===== config.mk =====
export PLATFORM = sky130hd
export DESIGN_NAME = uart_cmd_wrapper
export DESIGN_NICKNAME = d
export VERILOG_FILES = /design/src/rtl/uart_cmd_wrapper.sv
export SDC_FILE = /design/constraint.sdc
export NUM_CORES = 1
export LEC_CHECK = 0
export BUFFER_PORTS_ARGS = -buffer_cell sky130_fd_sc_hd__buf_2
export CAP_MARGIN = 20
export CORE_MARGIN = 2
export CORE_UTILIZATION = 55
export DETAILED_ROUTE_END_ITERATION = 16
export HOLD_SLACK_MARGIN = 0.05
export PLACE_DENSITY = 0.78
export SYNTH_ARGS = -nofsm -noshare
export SYNTH_HDL_FRONTEND = slang
export SYNTH_SLANG_ARGS = --single-unit

===== constraint.sdc =====
create_clock -name clk -period 5 [get_ports clk]
set_clock_uncertainty 0.1 [all_clocks]
set_input_delay 0.25 -clock clk [delete_from_list [all_inputs] [get_ports clk]]
set_output_delay 0.25 -clock clk [all_outputs]
set_load 0.02 [all_outputs]

===== src/rtl/uart_cmd_wrapper.sv =====
// -----------------------------------------------------------------------------
// uart_cmd_wrapper
//
// Serial front end for the logic-analyzer command path. Two UART bytes from the
// host are assembled into a 16-bit command (first byte -> cmd[15:8]) and
// presented as cmd/cmd_rdy. Each 8-bit response from the command/config block
// is serialized back to the host on TX. Both directions use the bit period
// P = max(baud_cnt, MIN_BAUD), latched at the start of every frame.
//
// Optional feature macro: CMD_TIMEOUT_EN
//   When defined, a half-received command (byte phase LOW) is abandoned if no
//   new start bit arrives within TIMEOUT_CYCLES clocks of the first byte's
//   stop sample.
//
// Parameters:
//   TIMEOUT_CYCLES  inter-byte timeout in clk cycles (CMD_TIMEOUT_EN only)
//   MIN_BAUD        minimum effective bit period in clk cycles
//
// Ports:
//   clk          system clock
//   rst          synchronous, active-high reset
//   RX           asynchronous serial input from host, idle high
//   TX           serial output to host, idle high, driven from a flop
//   baud_cnt     clk cycles per bit ({baud_cntH, baud_cntL})
//   cmd          assembled 16-bit command
//   cmd_rdy      cmd valid level, held until cleared
//   clr_cmd_rdy  consumer acknowledge, clears cmd_rdy
//   resp         response byte to transmit
//   send_resp    one-cycle request to transmit resp
//   resp_sent    one-cycle pulse after the stop bit of resp completes
//   tx_busy      high from accepted send_resp until resp_sent
// -----------------------------------------------------------------------------
module uart_cmd_wrapper #(
    parameter int unsigned TIMEOUT_CYCLES = 1048576,
    parameter int unsigned MIN_BAUD       = 16
) (
    input  logic        clk,
    input  logic        rst,
    input  logic        RX,
    output logic        TX,
    input  logic [15:0] baud_cnt,
    output logic [15:0] cmd,
    output logic        cmd_rdy,
    input  logic        clr_cmd_rdy,
    input  logic [7:0]  resp,
    input  logic        send_resp,
    output logic        resp_sent,
    output logic        tx_busy
);

    typedef enum logic [1:0] {
        S_IDLE,
        S_START,
        S_DATA,
        S_STOP
    } state_t;

    // Half-period sampling needs P >= 2 and P must fit the 16-bit counters.
    if (MIN_BAUD < 2 || MIN_BAUD > 65535 || TIMEOUT_CYCLES < 1) begin : g_bad_params
        $error("uart_cmd_wrapper: MIN_BAUD must be 2..65535 and TIMEOUT_CYCLES >= 1");
    end

    logic [15:0] eff_per;
    always_comb begin
        eff_per = (baud_cnt < 16'(MIN_BAUD)) ? 16'(MIN_BAUD) : baud_cnt;
    end

    // ------------------------------------------------------------------ RX ---
    logic        rx_s1_q, rx_s2_q, rx_prev_q;
    logic        rx_fall;

    state_t      rx_state_q, rx_state_d;
    logic [15:0] rx_cnt_q, rx_cnt_d;
    logic [15:0] rx_per_q, rx_per_d;
    logic [2:0]  rx_bit_q, rx_bit_d;
    logic [7:0]  rx_shift_q, rx_shift_d;
    logic        phase_low_q, phase_low_d;
    logic [7:0]  cmd_hi_q, cmd_hi_d;
    logic [15:0] cmd_q, cmd_d;
    logic        cmd_rdy_q, cmd_rdy_d;

`ifdef CMD_TIMEOUT_EN
    localparam int unsigned TO_W = $clog2(TIMEOUT_CYCLES + 1);
    logic [TO_W-1:0] to_cnt_q, to_cnt_d;
`endif

    // Two-flop synchronizer plus one history flop for falling-edge detection.
    always_ff @(posedge clk) begin
        if (rst) begin
            rx_s1_q   <= 1'b1;
            rx_s2_q   <= 1'b1;
            rx_prev_q <= 1'b1;
        end else begin
            rx_s1_q   <= RX;
            rx_s2_q   <= rx_s1_q;
            rx_prev_q <= rx_s2_q;
        end
    end

    assign rx_fall = rx_prev_q & ~rx_s2_q;

    always_comb begin
        rx_state_d  = rx_state_q;
        rx_cnt_d    = rx_cnt_q;
        rx_per_d    = rx_per_q;
        rx_bit_d    = rx_bit_q;
        rx_shift_d  = rx_shift_q;
        phase_low_d = phase_low_q;
        cmd_hi_d    = cmd_hi_q;
        cmd_d       = cmd_q;
        cmd_rdy_d   = cmd_rdy_q;

        // Acknowledge is applied first so a same-cycle load overrides it.
        if (clr_cmd_rdy) begin
            cmd_rdy_d = 1'b0;
        end

        case (rx_state_q)
            S_IDLE: begin
                if (rx_fall) begin
                    rx_state_d = S_START;
                    rx_cnt_d   = 16'd0;
                    rx_per_d   = eff_per;
                    // A new command is starting, so the previous one is stale.
                    if (!phase_low_q) begin
                        cmd_rdy_d = 1'b0;
                    end
                end
            end
            S_START: begin
                if (rx_cnt_q == ((rx_per_q >> 1) - 16'd1)) begin
                    rx_cnt_d   = 16'd0;
                    rx_bit_d   = 3'd0;
                    // Line back high at mid-start: treat as a glitch.
                    rx_state_d = rx_s2_q ? S_IDLE : S_DATA;
                end else begin
                    rx_cnt_d = rx_cnt_q + 16'd1;
                end
            end
            S_DATA: begin
                if (rx_cnt_q == (rx_per_q - 16'd1)) begin
                    rx_cnt_d   = 16'd0;
                    rx_shift_d = {rx_s2_q, rx_shift_q[7:1]};
                    rx_bit_d   = rx_bit_q + 3'd1;
                    if (rx_bit_q == 3'd7) begin
                        rx_state_d = S_STOP;
                    end
                end else begin
                    rx_cnt_d = rx_cnt_q + 16'd1;
                end
            end
            S_STOP: begin
                if (rx_cnt_q == (rx_per_q - 16'd1)) begin
                    rx_cnt_d   = 16'd0;
                    rx_state_d = S_IDLE;
                    if (!rx_s2_q) begin
                        // Framing error: drop the byte and resynchronize pairing.
                        phase_low_d = 1'b0;
                    end else if (phase_low_q) begin
                        cmd_d       = {cmd_hi_q, rx_shift_q};
                        cmd_rdy_d   = 1'b1;
                        phase_low_d = 1'b0;
                    end else begin
                        cmd_hi_d    = rx_shift_q;
                        phase_low_d = 1'b1;
                    end
                end else begin
                    rx_cnt_d = rx_cnt_q + 16'd1;
                end
            end
            default: rx_state_d = S_IDLE;
        endcase

`ifdef CMD_TIMEOUT_EN
        // Counts only while waiting between the two bytes of a command.
        to_cnt_d = '0;
        if (rx_state_q == S_IDLE && phase_low_q && !rx_fall) begin
            if (to_cnt_q == TO_W'(TIMEOUT_CYCLES - 1)) begin
                phase_low_d = 1'b0;
            end else begin
                to_cnt_d = to_cnt_q + 1'b1;
            end
        end
`endif
    end

    always_ff @(posedge clk) begin
        if (rst) begin
            rx_state_q  <= S_IDLE;
            rx_cnt_q    <= 16'd0;
            rx_bit_q    <= 3'd0;
            phase_low_q <= 1'b0;
            cmd_q       <= 16'd0;
            cmd_rdy_q   <= 1'b0;
        end else begin
            rx_state_q  <= rx_state_d;
            rx_cnt_q    <= rx_cnt_d;
            rx_bit_q    <= rx_bit_d;
            phase_low_q <= phase_low_d;
            cmd_q       <= cmd_d;
            cmd_rdy_q   <= cmd_rdy_d;
        end
        rx_per_q   <= rx_per_d;
        rx_shift_q <= rx_shift_d;
        cmd_hi_q   <= cmd_hi_d;
    end

`ifdef CMD_TIMEOUT_EN
    always_ff @(posedge clk) begin
        if (rst) begin
            to_cnt_q <= '0;
        end else begin
            to_cnt_q <= to_cnt_d;
        end
    end
`endif

    // ------------------------------------------------------------------ TX ---
    state_t      tx_state_q, tx_state_d;
    logic [15:0] tx_cnt_q, tx_cnt_d;
    logic [15:0] tx_per_q, tx_per_d;
    logic [2:0]  tx_bit_q, tx_bit_d;
    logic [7:0]  tx_shift_q, tx_shift_d;
    logic        tx_q, tx_d;
    logic        tx_busy_q, tx_busy_d;
    logic        resp_sent_q, resp_sent_d;

    always_comb begin
        tx_state_d  = tx_state_q;
        tx_cnt_d    = tx_cnt_q;
        tx_per_d    = tx_per_q;
        tx_bit_d    = tx_bit_q;
        tx_shift_d  = tx_shift_q;
        tx_d        = tx_q;
        tx_busy_d   = tx_busy_q;
        resp_sent_d = 1'b0;

        case (tx_state_q)
            S_IDLE: begin
                // Requests in the resp_sent cycle are dropped, not deferred.
                if (send_resp && !resp_sent_q) begin
                    tx_state_d = S_START;
                    tx_cnt_d   = 16'd0;
                    tx_per_d   = eff_per;
                    tx_shift_d = resp;
                    tx_busy_d  = 1'b1;
                    tx_d       = 1'b0;
                end
            end
            S_START: begin
                if (tx_cnt_q == (tx_per_q - 16'd1)) begin
                    tx_state_d = S_DATA;
                    tx_cnt_d   = 16'd0;
                    tx_bit_d   = 3'd0;
                    tx_d       = tx_shift_q[0];
                    tx_shift_d = {1'b0, tx_shift_q[7:1]};
                end else begin
                    tx_cnt_d = tx_cnt_q + 16'd1;
                end
            end
            S_DATA: begin
                if (tx_cnt_q == (tx_per_q - 16'd1)) begin
                    tx_cnt_d = 16'd0;
                    if (tx_bit_q == 3'd7) begin
                        tx_state_d = S_STOP;
                        tx_d       = 1'b1;
                    end else begin
                        tx_bit_d   = tx_bit_q + 3'd1;
                        tx_d       = tx_shift_q[0];
                        tx_shift_d = {1'b0, tx_shift_q[7:1]};
                    end
                end else begin
                    tx_cnt_d = tx_cnt_q + 16'd1;
                end
            end
            S_STOP: begin
                if (tx_cnt_q == (tx_per_q - 16'd1)) begin
                    tx_state_d  = S_IDLE;
                    tx_cnt_d    = 16'd0;
                    tx_busy_d   = 1'b0;
                    resp_sent_d = 1'b1;
                end else begin
                    tx_cnt_d = tx_cnt_q + 16'd1;
                end
            end
            default: tx_state_d = S_IDLE;
        endcase
    end

    always_ff @(posedge clk) begin
        if (rst) begin
            tx_state_q  <= S_IDLE;
            tx_cnt_q    <= 16'd0;
            tx_bit_q    <= 3'd0;
            tx_q        <= 1'b1;
            tx_busy_q   <= 1'b0;
            resp_sent_q <= 1'b0;
        end else begin
            tx_state_q  <= tx_state_d;
            tx_cnt_q    <= tx_cnt_d;
            tx_bit_q    <= tx_bit_d;
            tx_q        <= tx_d;
            tx_busy_q   <= tx_busy_d;
            resp_sent_q <= resp_sent_d;
        end
        tx_per_q   <= tx_per_d;
        tx_shift_q <= tx_shift_d;
    end

    assign TX        = tx_q;
    assign tx_busy   = tx_busy_q;
    assign resp_sent = resp_sent_q;
    assign cmd       = cmd_q;
    assign cmd_rdy   = cmd_rdy_q;

endmodule


## Yosys cells after proc, flatten, opt, wreduce, memory -nomap -nowiden

Cells that the tools add are included.

- Logic and storage cells: 129
- Flip-flop bits (word level): 122
- Input bits: 29
- Bits in latches: 0
- Memories: 0
- Memory bits (read-only): 0
- RAM bits: 0

- Add/subtract/negate cells: 7
- Multipliers: 0
- Equal/unequal tests: 22
- Div/mod/pow operators: 0
- Shift operators: 0
- Reductions and logical operators: 24
- $lt $le $gt $ge: 1
- Bitwise operators: 4
- Muxes and demuxes: 51

Operators by type and width:

| operator | number |
|---|---|
| 2-to-1 mux 16 bit | 6 |
| == test 16 bit | 3 |
| one-hot mux 16 bit (3 select lines) | 1 |
| adder 16 x 1 -> 16 bit (second input constant) | 2 |
| 2-to-1 mux 8 bit | 4 |
| one-hot mux 16 bit (2 select lines) | 1 |
| subtractor 16 x 1 -> 16 bit (second input constant) | 2 |
| one-hot mux 8 bit (3 select lines) | 1 |
| 2-to-1 mux 2 bit | 11 |
| inequality test 2 bit (second input constant) | 11 |
| less-than comparator 16 x 5 -> 1 bit (second input constant) | 1 |
| one-hot mux 2 bit (4 select lines) | 2 |
| AND reduction 4 bit | 4 |
| subtractor 15 x 1 -> 16 bit (second input constant) | 1 |
| 2-to-1 mux 1 bit | 15 |
| 2-to-1 mux 3 bit | 5 |
| AND reduction 5 bit | 3 |
| one-hot mux 3 bit (2 select lines) | 2 |
| == test 2 bit (second input constant) | 4 |
| AND reduction 2 bit | 4 |
| adder 3 x 1 -> 3 bit (second input constant) | 2 |
| == test 3 bit (second input constant) | 2 |
| AND reduction 3 bit | 2 |
| nonzero test 2 bit | 3 |
| other kinds (11) | 17 |

## Longest topological paths before layout

Gate-level depths: netlist of run 1.

- Depth in word-level cells: 5
- Mapped depth: 14
- Depth with buffers taken out: 10

## Worst setup path after synthesis of run 1

OpenSTA, ideal clock, no wires.

- Kind: register -> register
- From: reg rx_per_q[1]
- To: reg cmd_hi_q[0], enable pin
- Arrival time: 3,358 ps
- Setup slack: 1,154 ps
- Required time: 4,512 ps
- Cell stages (with the launch flop): 10
- Path through: edfxtp_1 > inv_1 > ha_1 > or4b_4 > or4_4 > a22oi_4 > o211ai_2 > nor4_2 > nand2_1 > nor3b_1

- Longest elaborated chain between the ends: 3

RTL lines:

| element | RTL line | RTL |
|---|---|---|
| start, declared | 74 | `logic [15:0] rx_per_q, rx_per_d;` |
| start signal, assigned | 203 | `rx_per_q <= rx_per_d;` |
| subtractor 16 x 1 -> 16 bit | 153 | `if (rx_cnt_q == (rx_per_q - 16'd1)) begin` |
| == test 16 bit | 153 |  |
| AND reduction 4 bit (no line) | - |  |
| end signal, assigned | 205 | `cmd_hi_q <= cmd_hi_d;` |
| end, declared | 78 | `logic [7:0] cmd_hi_q, cmd_hi_d;` |

No other way between the ends.
A chain may end at the register's enable or synchronous reset.

## Worst setup path in the final report of run 1

- From: reg rx_per_q[1]
- To: reg rx_cnt_q[7]

- Longest elaborated chain between the ends: 4
- Elaborated cells on any way between the ends: 7

RTL lines:

| element | RTL line | RTL |
|---|---|---|
| subtractor 16 x 1 -> 16 bit or subtractor 15 x 1 -> 16 bit (tied branches) | 141, 153, 131 |  |
| == test 16 bit, on equally long branches | 141, 153, 131 |  |
| 2-to-1 mux 16 bit, on equally long branches | 141, 153, 131 |  |
| one-hot mux 16 bit (3 select lines) * | 118 | `case (rx_state_q)` |
| end signal, assigned | 197 | `rx_cnt_q <= rx_cnt_d;` |
| end, declared | 73 | `logic [15:0] rx_cnt_q, rx_cnt_d;` |

Every way passes the cells marked *; elsewhere a longest branch is shown, timed or not.

==> run metrics, run 1 <==
number of I/O port buffers 48; hold endpoint rx_per_q[0]; NetSw 857 uW; total gr overflow 0; number of synthesized register bits 122; 1st-pass router iterations 5; Avg Inst Size Synth 9.78 sq um; setup repair after global routing missed its margin false; maximum clock frequency 249 MHz; Power Density 376 mW/mm^2; metal1 wirelength 6780 um; fin. max-slew vios 0; warnings from Yosys 0; first-pass GRT wire length 26800 um; die footprint 0.0135 sq mm; Hold Fails Final Rpt 0; Comb pwr share 19.1%; CP Capture Type flip-flop; setup_tns 0 ns; reg2reg setup slack 0.98 ns; core area 0.0121 sq mm; clk buf depth 2; worst r2r path cells 11; Worst R2R Start rx_per_q[1]; Placed Cells 881; Initial Utilization 57.0%; Worst EP required 5.25 ns; Post-Synthesis Cells 706; routed len/inst 17.2 um; Worst Path Class, Setup reg2reg; hold path startpoint baud_cnt[0]; leading register cell type out of synthesis dfxtp_1; Finished Layout Cells 936; WP data arrival 4.27 ns; Mapped Area 0.00691 sq mm; CTS Buf Count 17; HP Class in2reg; CTS tree yes; hold-fix buffers at CTS 23; hpwl dp 11100 um; Int Pwr 2.15 mW; Crit path top cell by count a211oi_2; vias in the first global route 5535; async set-reset flop share out of synthesis 0%; met3 wirelength from detailed routing 907 um; drt via density 6.02; Max IR drop VDD 0.000354 V; sequential group share of total power 41.6%; Slew headroom 37.9%; # DRC 0; outcome finished clean; clk slew on worst S/H paths 0.06 ns; diode count 0; max-cap violations 0; DRT antenna net count 0; H-tree Lvls 4; NumNets Final 802; Startpoint Class flip-flop; row count 40; Final period util 80.5%; EDFF count, synth 56; Max stage delay on crit path 0.78 ns; Hold Path Cell Cnt 2; fin crit period 4.02 ns; crit-path cells inv_1, ha_1, nor4b_1, a221oi_1, o31a_1, a211oi_2, o41ai_2, a211oi_2, buf_4, o21ai_0, a31oi_1; Pleak 3.05 nW; total number of vias 5633; Post-Route WL 16100 um; Die Ht 116 um; Worst-Skew Late Latency 0.42 ns; CP max FO 19; Syn-to-layout area delta 15.9%; FF-to-FF End rx_cnt_q[7]; ratio of cells with drive above 1 in the final layout 15.9%; final total power 3.01 mW; syn nets 753; First DRT Iteration DRCs 412; number of antenna violations at the first check in global routing 0; cts repair resizes 0; unique cell type count in the Yosys netlist 77; Slew @ Worst Pin 0.919 ns; Sink Count 122; endpoints failing setup 0; Total GRT Usage 25.6%; largest net degree at the start of global routing 49; fin util 66.1%; boundary pin count 49; Sw Share 28.5%; Clk pwr share 39.2%; critical path's slowest cell nor4b_1; RD Place Congestion 0.996; top sig layer met4; met2 WL 8090 um; CTS Root Cell clkbuf_16; Setup Fix Bufs, Post-CTS 0; Die Width 116 um; Seq/Total Area, Yosys 43.5%
## per-stage QoR
step	worst slack, ns	area [sq um]	hold slack, ns
floorplan	1.15	6910	0.254
global placement	0.685	7180	0.306
detailed placement	1.04	7200	0.303
CTS	1.01	8000	0.0605
global route	0.678	8000	0.0754
finish	0.977	8000	0.0795
## placed cells by master, fill, tap and decap left out, types with 18 or more instances in the layout
cell type and n:
dfxtp_1 66, edfxtp_1 56, buf_2 48, nor2_1 39, xnor2_1 36, nand2_1 34, nand3_1 31, o21ai_0 29
a21oi_1 25, inv_1 23, dlygate4sd3_1 23, and3_1 22, mux2i_1 21, nand2b_1 20, xor2_1 20, nor3_1 19
ha_1 18
## logic make-up after synthesis
logic type                 Yosys count  share of synthesized area, %
xor gates and xnor gates            58                          7.75
buffers and inverters               71                          4.28
adders and majority gates           18                          3.26
DFF                                122                          43.5
and+or+nand+nor                    272                          22.8
muxes                               28                          4.18
AOI/OAI and AO/OA                  137                          14.3
## cell type report
class                   instances  area (sq um)
repair buffers                 76           515
multi-input cells             513          3610
well taps                     168           210
clock inverters                12           125
inverters                      25          93.8
fillers                       961          4110
flip-flops and latches        122          3000
clock buffers                  20           447
## routing by layer
layer	vias up	global-route usage [%]
met4	0	11.0
li1	2715	-
met3	29	5.81
met1	2700	31.5
met5	-	0
met2	189	43.3
## state kept, by name, indices dropped and copies added (netlist names), 2 cells and up, named ones only
register    cells
tx_bit_q        3
rx_bit_q        3
tx_cnt_q       16
cmd_hi_q        8
rx_shift_q      8
tx_state_q      2
rx_per_q       16
tx_shift_q      8
rx_cnt_q       16
cmd            16
tx_per_q       16
## critical path, delay by kind of cell, from the launching register on
family | cells | cell delay [ns]
compound gates | 7 | 1.79
fa+ha+maj | 1 | 0.30
buf+inv | 2 | 0.48
flops | 1 | 0.49
simple gates | 1 | 0.78
## how the worst max path moves through the flow
| stage | from | endpoint | slack, ns | depth (start not counted) |
|---|---|---|---|---|
| 2_1_floorplan | rx_per_q[1] | cmd_hi_q[0] | 1.15 | 9 |
| 4_1_cts | tx_per_q[3] | tx_shift_q[0] | 1.01 | 8 |
| 6_report | rx_per_q[1] | rx_cnt_q[7] | 0.98 | 11 |
| 3_3_place_gp | rx_per_q[1] | cmd_rdy | 0.68 | 10 |
| 3_5_place_dp | rx_per_q[1] | rx_bit_q[0] | 1.04 | 10 |
| 5_1_grt | rx_per_q[1] | rx_bit_q[0] | 0.68 | 10 |
## Yosys cell counts, types with 4 or more instances
cell       count  area, sq um
dfxtp_1       66         1320
edfxtp_1      56         1680
nor2_1        39          146
clkbuf_1      36          135
xnor2_1       36          315
nand2_1       34          128
nand3_1       31          155
o21ai_0       29          145
a21oi_1       25          125
inv_1         23         86.3
and3_1        22          138
mux2i_1       21          210
nand2b_1      20          125
xor2_1        20          175
nor3_1        19         95.1
ha_1          18          225
nor4_1        17          106
a31oi_1       15         93.8
nand4_1       10         62.6
nand3b_1       9         67.6
nor3b_1        9         67.6
or2_2          9         56.3
a21o_1         8         60.1
and2_1         8         50.1
nor2b_1        8         50.1
mux2_2         7         78.8
or3_1          7         43.8
o211ai_1       6         45.0
a2111oi_0      5         43.8
nor4b_1        5         43.8
o31ai_1        5         37.5
or4_1          5         37.5
a211oi_1       4         30.0
buf_2          4         20.0
## power by group through the flow
stage,clock [mW],combinational [mW],sequential [mW]
after global placement,0,0.524,1.26
final,1.18,0.575,1.25
after global routing,1.25,0.639,1.26
after floorplan,0,0.434,1.24
after detailed placement,0,0.555,1.26
after CTS,1.20,0.573,1.25
(Power assumes the default switching activity.)
==> inputs of run 2 (changes only) <==
--- a/config.mk
+++ b/config.mk
@@ -5,13 +5,14 @@
 export SDC_FILE = /design/constraint.sdc
 export NUM_CORES = 1
 export LEC_CHECK = 0
+export ABC_AREA = 1
 export BUFFER_PORTS_ARGS = -buffer_cell sky130_fd_sc_hd__buf_2
 export CAP_MARGIN = 20
 export CORE_MARGIN = 2
 export CORE_UTILIZATION = 55
 export DETAILED_ROUTE_END_ITERATION = 16
 export HOLD_SLACK_MARGIN = 0.05
-export PLACE_DENSITY = 0.78
+export PLACE_DENSITY = 0.8
 export SYNTH_ARGS = -nofsm -noshare
 export SYNTH_HDL_FRONTEND = slang
 export SYNTH_SLANG_ARGS = --single-unit
==> constraint.sdc (replaced) <==
create_clock -name clk -period 3.3 [get_ports clk]
set_clock_uncertainty 0.1 [all_clocks]
set_input_delay 0.165 -clock clk [delete_from_list [all_inputs] [get_ports clk]]
set_output_delay 0.165 -clock clk [all_outputs]
set_load 0.02 [all_outputs]
==> run metrics, run 2 <==
Post-synth top cells nand2_1, inv_1, nor2_1; number of antenna violations at the first check in global routing 0 (unchanged); setup repair after global routing missed its margin false; Worst Path Class, Setup reg2reg; simple-gate share of the synthesized area 36.4% (+14 points); number of I/O port buffers 48 (unchanged); crit-path cells inv_1, ha_1, nand2_1, nor2_4, nand2_1, nand2_1, nand2_1, nor2_1, nand2_1, nor2_2, nand3_2, nor2_4, nand3b_1, inv_1; GR Util met3 4.54% (-1.3 points); register area 0.00300 sq mm (unchanged); xor-xnor portion of the synthesized cell area 6.69% (-1.1 points); largest net degree at the start of global routing 42 (-14%); Slew @ Worst Pin 0.541 ns (-0.377 ns); number of synthesized register bits 122 (unchanged); routed len/inst 13.1 um (-24%); FF-to-FF End cmd_hi_q[6]; Die Ht 122 um (+5.2%); Worst-Skew Late Latency 0.41 ns (about the same); Placed Cells 1274 (+45%); fin util 64.0% (-2.1 points); total number of vias 6751 (+20%); commonest non-fill, non-tap cell in the layout nand2_1; clk slew on worst S/H paths 0.06 ns (about the same); boundary pin count 49 (unchanged); top-count cell post-synth nand2_1; reg2reg setup slack 0.49 ns (-0.48 ns); First DRT Iteration DRCs 558 (+35%); Initial Utilization 55.7% (-1.3 points); # fillers 1172 (+22%); first-pass GRT wire length 29600 um (+11%); most frequent cells in the layout nand2_1, inv_1, nor2_1; CP max FO 8 (-11); H-tree Lvls 4 (unchanged); Total GRT Usage 25.1% (-0.43 points); Post-Synthesis Cells 1077 (+53%); hpwl dp 12600 um (+13%); met2 usage 42.3% (-1.0 points); DRT antenna net count 0 (unchanged); diode count 0 (unchanged); Final period util 85.1% (+4.6 points); Slew headroom 63.6% (+26 points); Post-Synth Adder-Cell Area 2.94% (-0.32 points); worst hold margin 0.188 ns (+0.109 ns); Post-Route WL 17400 um (+8.1%); Hold Path Cell Cnt 3 (+1); CP Capture Type flip-flop; hold path startpoint rst; Sink Count 122 (unchanged); Finished Layout Cells 1332 (+42%); fin crit period 2.81 ns (-1.22 ns); vias in the first global route 6473 (+17%); mux contribution to synthesized area 0% (-4.2 points); Max stage delay on crit path 0.42 ns (-0.36 ns); Avg Inst Size Synth 7.12 sq um (-27%); drt via density 5.07 (-16%); Mapped Area 0.00767 sq mm (+11%); Worst R2R Start rx_per_q[2]; row count 43 (+7.5%); syn nets 1124 (+49%); worst r2r path cells 14 (+3); Hold Fails Final Rpt 0 (unchanged); multi-input logic area 0.00391 sq mm (+8.4%); NumNets Final 1186 (+48%); setup_tns 0 ns (unchanged); endpoints failing setup 0 (unchanged); Max IR drop VDD 0.000421 V (+19%); # DRC 0 (unchanged); Syn-to-layout area delta 14.9%; warnings from Yosys 0 (unchanged); total gr overflow 0 (unchanged); HP Class in2reg; WP data arrival 2.80 ns (-1.47 ns); Startpoint Class flip-flop; Seq/Total Area, Yosys 39.1% (-4.3 points); outcome finished clean; crit path from rx_per_q[2]; fin. max-slew vios 0 (unchanged); max-cap violations 0 (unchanged); final total power 4.87 mW (+62%); CTS Root Cell clkbuf_16; largest family of logic cells by synthesized area simple AND/OR/NAND/NOR gates; Synth Area in Compound Gates 4.97% (-9.3 points); Die Width 122 um (+5.2%); Crit path depth 14 (+3); async set-reset flop share out of synthesis 0% (unchanged); maximum clock frequency 356 MHz (+43%); CTS Buf Count 17 (unchanged); Power Density 552 mW/mm^2 (+47%); CP delay by family, top simple AND/OR/NAND/NOR gates; hold endpoint tx_cnt_q[14]; RD Place Congestion 0.946 (-5.0%); ratio of cells with drive above 1 in the final layout 12.2% (-3.6 points); Crit path top cell by count nand2_1; Synth top area share 21.9% (-2.4 points); Pleak 4.03 nW (+32%); Synth area leaders edfxtp_1, dfxtp_1, nand2_1; leading register cell type out of synthesis dfxtp_1; GR peak layer met2; area leader, netlist edfxtp_1; core area 0.0138 sq mm (+14%); worst path bufs/invs 2 (unchanged); unique cell type count in the Yosys netlist 39 (-49%); EDFF count, synth 56 (unchanged); Setup Fix Bufs, Post-CTS 0 (unchanged); critical path's slowest cell edfxtp_1; CTS tree yes; 1st-pass router iterations 5 (unchanged); Worst EP required 3.29 ns (-1.96 ns); met1 Use GR 32.8% (+1.4 points); clk buf depth 2 (unchanged); die footprint 0.0149 sq mm (+11%)
## run 2: cell types whose count changed after synthesis, moves of 20 or more
cell | previous run | this run
inv_1 | 23 | 141
nor2_1 | 39 | 117
nand3_1 | 31 | 77
and3_1 | 22 | 1
nand2_1 | 34 | 324
nor2_2 | 0 | 24
mux2i_1 | 21 | 0
a21oi_1 | 25 | 47
nand2b_1 | 20 | 0
## run 2: worst reg2reg max path: cells and delay by family, from the launching register on
family	cells	cell delay (ns)
buffers and inverters	2	0.39
and+or+nand+nor	11	1.32
DFF	1	0.42
adders and majority gates	1	0.26
## run 2: report_power, final
| group | total (mW) | switching, mW | internal [mW] |
|---|---|---|---|
| logic | 1.17 | 0.787 | 0.381 |
| clock network | 1.75 | 0.701 | 1.05 |
| registers | 1.94 | 0.146 | 1.80 |
## run 2: repair_timing
item                      CTS  global route
gates resized for setup     0             0
hold buffers               26             0
hold endpoints to repair   42             0
## run 2: kinds of logic after synthesis
kind of cell / Yosys count
and+or+nand+nor: 620
buffers and inverters: 187
DFF: 122
AOI/OAI and AO/OA: 73
xor gates and xnor gates: 57
adders and majority gates: 18
## run 2: metrics by stage
step	worst slack [ns]	instance area (sq um)
floorplan	0.668	7670
global placement	0.619	7990
detailed placement	0.504	7990
CTS	0.487	8810
global route	0.130	8810
finish	0.492	8810
## run 2: worst max path at each step
| stage | slack, ns | end |
|---|---|---|
| after floorplan | 0.67 | tx_shift_q[0] |
| after global placement | 0.62 | cmd_hi_q[3] |
| after detailed placement | 0.50 | cmd_hi_q[3] |
| after CTS | 0.49 | cmd_hi_q[6] |
| after global routing | 0.13 | tx_shift_q[6] |
| final | 0.49 | cmd_hi_q[6] |
## run 2: layout make-up
cell class / instances / area share [%]
clock buffer: 21 / 5.47
clock inverter: 11 / 0.923
inverter: 150 / 6.39
multi-input combinational: 768 / 44.4
sequential: 122 / 34.1
tap: 180 / 2.56
timing repair buffer: 80 / 6.19
## run 2: routing by layer
layer,vias to the layer above,wire length [um],part of all wire [%]
met1,3068,7670,44
met2,154,8540,49
met3,20,943,5.4
met4,0,246,1.4
li1,3509,-,-
met5,-,0,0
==> inputs of run 3 (changes only) <==
--- a/config.mk
+++ b/config.mk
@@ -12,7 +12,7 @@
 export CORE_UTILIZATION = 55
 export DETAILED_ROUTE_END_ITERATION = 16
 export HOLD_SLACK_MARGIN = 0.05
-export PLACE_DENSITY = 0.8
+export PLACE_DENSITY = 0.77
 export SYNTH_ARGS = -nofsm -noshare
 export SYNTH_HDL_FRONTEND = slang
 export SYNTH_SLANG_ARGS = --single-unit
==> constraint.sdc (replaced) <==
create_clock -name clk -period 2.73 [get_ports clk]
set_clock_uncertainty 0.1 [all_clocks]
set_input_delay 0.1365 -clock clk [delete_from_list [all_inputs] [get_ports clk]]
set_output_delay 0.1365 -clock clk [all_outputs]
set_load 0.02 [all_outputs]
==> run metrics, run 3 (synthesis results as in run 2) <==
outcome finished clean; Power Density 681 mW/mm^2 (+23%); most frequent cells in the layout nand2_1, inv_1, nor2_1; Finished Layout Cells 1356 (+1.8%); largest net degree at the start of global routing 41 (-2.4%); total number of vias 6929 (+2.6%); met2 usage 41.9% (-0.38 points); CTS Buf Count 17 (unchanged); Placed Cells 1286 (+0.94%); reg2reg setup slack 0.07 ns (-0.42 ns); fin. max-slew vios 0 (unchanged); NumNets Final 1210 (+2.0%); CP max FO 8 (unchanged); ratio of cells with drive above 1 in the final layout 16.3% (+4.1 points); diode count 0 (unchanged); Syn-to-layout area delta 19.7%; core area 0.0138 sq mm (unchanged); vias in the first global route 6425 (-0.74%); number of antenna violations at the first check in global routing 0 (unchanged); commonest non-fill, non-tap cell in the layout nand2_1; Startpoint Class flip-flop; row count 43 (unchanged); Hold Path Cell Cnt 4 (+1); fin util 66.7% (+2.7 points); final total power 6.26 mW (+29%); # DRC 0 (unchanged); dpl ws -0.0529 ns (-0.556 ns); DRT antenna net count 0 (unchanged); met1 Use GR 33.8% (+0.94 points); # fillers 1169 (-0.26%); die footprint 0.0149 sq mm (unchanged); routed len/inst 13.6 um (+3.8%); H-tree Lvls 4 (unchanged); GR peak layer met2; 1st-pass router iterations 5 (unchanged); Max IR drop VDD 0.000684 V (+63%); WP data arrival 2.69 ns (-0.11 ns); Worst R2R Start rx_per_q[1]; fin crit period 2.66 ns (-0.148 ns); CTS Root Cell clkbuf_16; worst setup margin 0.0709 ns (-0.422 ns); clk buf depth 2 (unchanged); Die Ht 122 um (unchanged); CTS tree yes; total gr overflow 0 (unchanged); drt via density 5.11 (+0.82%); CP Capture Type flip-flop; worst r2r path cells 14 (unchanged); HP Class in2reg; Hold Fails Final Rpt 0 (unchanged); Post-Route WL 18400 um (+5.7%); maximum clock frequency 376 MHz (+5.6%); Slew @ Worst Pin 0.517 ns (-0.0248 ns); critical path's slowest cell edfxtp_1; Final period util 97.4% (+12 points); Crit path top cell by count nand2_1; Max stage delay on crit path 0.40 ns (-0.02 ns); Die Width 122 um (unchanged); max-cap violations 0 (unchanged); Pleak 4.16 nW (+3.2%); Sink Count 122 (unchanged); Slew headroom 65.2% (+1.7 points); Worst-Skew Late Latency 0.42 ns (about the same); boundary pin count 49 (unchanged); crit-path cells inv_2, ha_2, nand2_2, nor2_4, nand2_1, nand2_1, nand2_1, nor2_1, nand2_1, nor2_2, nand3_2, nor2_4, nand3b_1, inv_4; Initial Utilization 55.7% (unchanged); crit path from rx_per_q[1]; clk slew on worst S/H paths 0.06 ns (about the same); Total GRT Usage 25.5% (+0.32 points); endpoints failing setup 0 (unchanged); first-pass GRT wire length 29800 um (+0.66%); First DRT Iteration DRCs 506 (-9.3%); Worst Path Class, Setup reg2reg; GR Util met3 3.79% (-0.75 points); hpwl dp 12800 um (+1.7%); CP Capture Point cmd_hi_q[0]; RD Place Congestion 0.980 (+3.6%); number of I/O port buffers 48 (unchanged); FF-to-FF End cmd_hi_q[0]; Worst EP required 2.76 ns (-0.53 ns)
## run 3: cell count changes in the layout (fill, tap and decap cells not counted), sizes merged
cell,previous run,this run
buf,54,77
bufinv,0,3
clkbuf,21,18
clkinv,8,9
clkinvlp,1,3
inv,152,149
nand3,80,81
## run 3: cell type report
type	count	area (sq um)	area share (%)
Multi-Input combinational cell	769	4070	44.3
Sequential cell	122	3000	32.7
Timing Repair Buffer	103	722	7.86
Inverter	150	566	6.16
Clock buffer	18	429	4.67
Tap cell	180	225	2.45
Clock inverter	14	170	1.85
## run 3: timing repair
action	CTS	global route
gates cloned	0	1
endpoints found under the setup margin	8	73
pin swaps	0	15
endpoints found under the hold margin	42	0
gates resized for setup	1	41
buffers inserted	0	11
hold buffers	26	0
## run 3: how the worst min path moves through the flow
stage	from	end	slack, ns
after floorplan	RX	rx_s1_q	0.14
after global placement	RX	rx_s1_q	0.24
after detailed placement	RX	rx_s1_q	0.24
after CTS	rst	rx_prev_q	0.11
after global routing	rst	TX	0.15
final	rst	rx_prev_q	0.12
## run 3: power by group
part | internal (mW) | switching (mW) | total [mW]
combinational | 0.555 | 1.06 | 1.61
sequential | 2.17 | 0.186 | 2.36
clock | 1.44 | 0.851 | 2.29
## run 3: worst max-delay path, delay by kind of cell, from the launching register on
kind / cells / cell delay (ns)
AND/OR/NAND/NOR: 11 / 1.36
flip-flops: 1 / 0.40
buffers and inverters: 2 / 0.29
adder cells (fa/ha/maj): 1 / 0.21
## run 3: through the flow
stage / hold WS (ns) / instance area [sq um] / TNS [ns]
2_1_floorplan: 0.140 / 7670 / 0
3_3_place_gp: 0.245 / 8080 / 0
3_5_place_dp: 0.243 / 8080 / -0.423
4_1_cts: 0.106 / 8940 / 0
5_1_grt: 0.153 / 9190 / -0.677
6_report: 0.118 / 9190 / 0
## run 3: per-layer routing
layer	vias up	routed length [um]	part of all wire, %
met3	30	856	4.7
met5	-	0	0
met2	187	8890	48
met1	3145	8250	45
li1	3567	-	-
met4	0	396	2.2
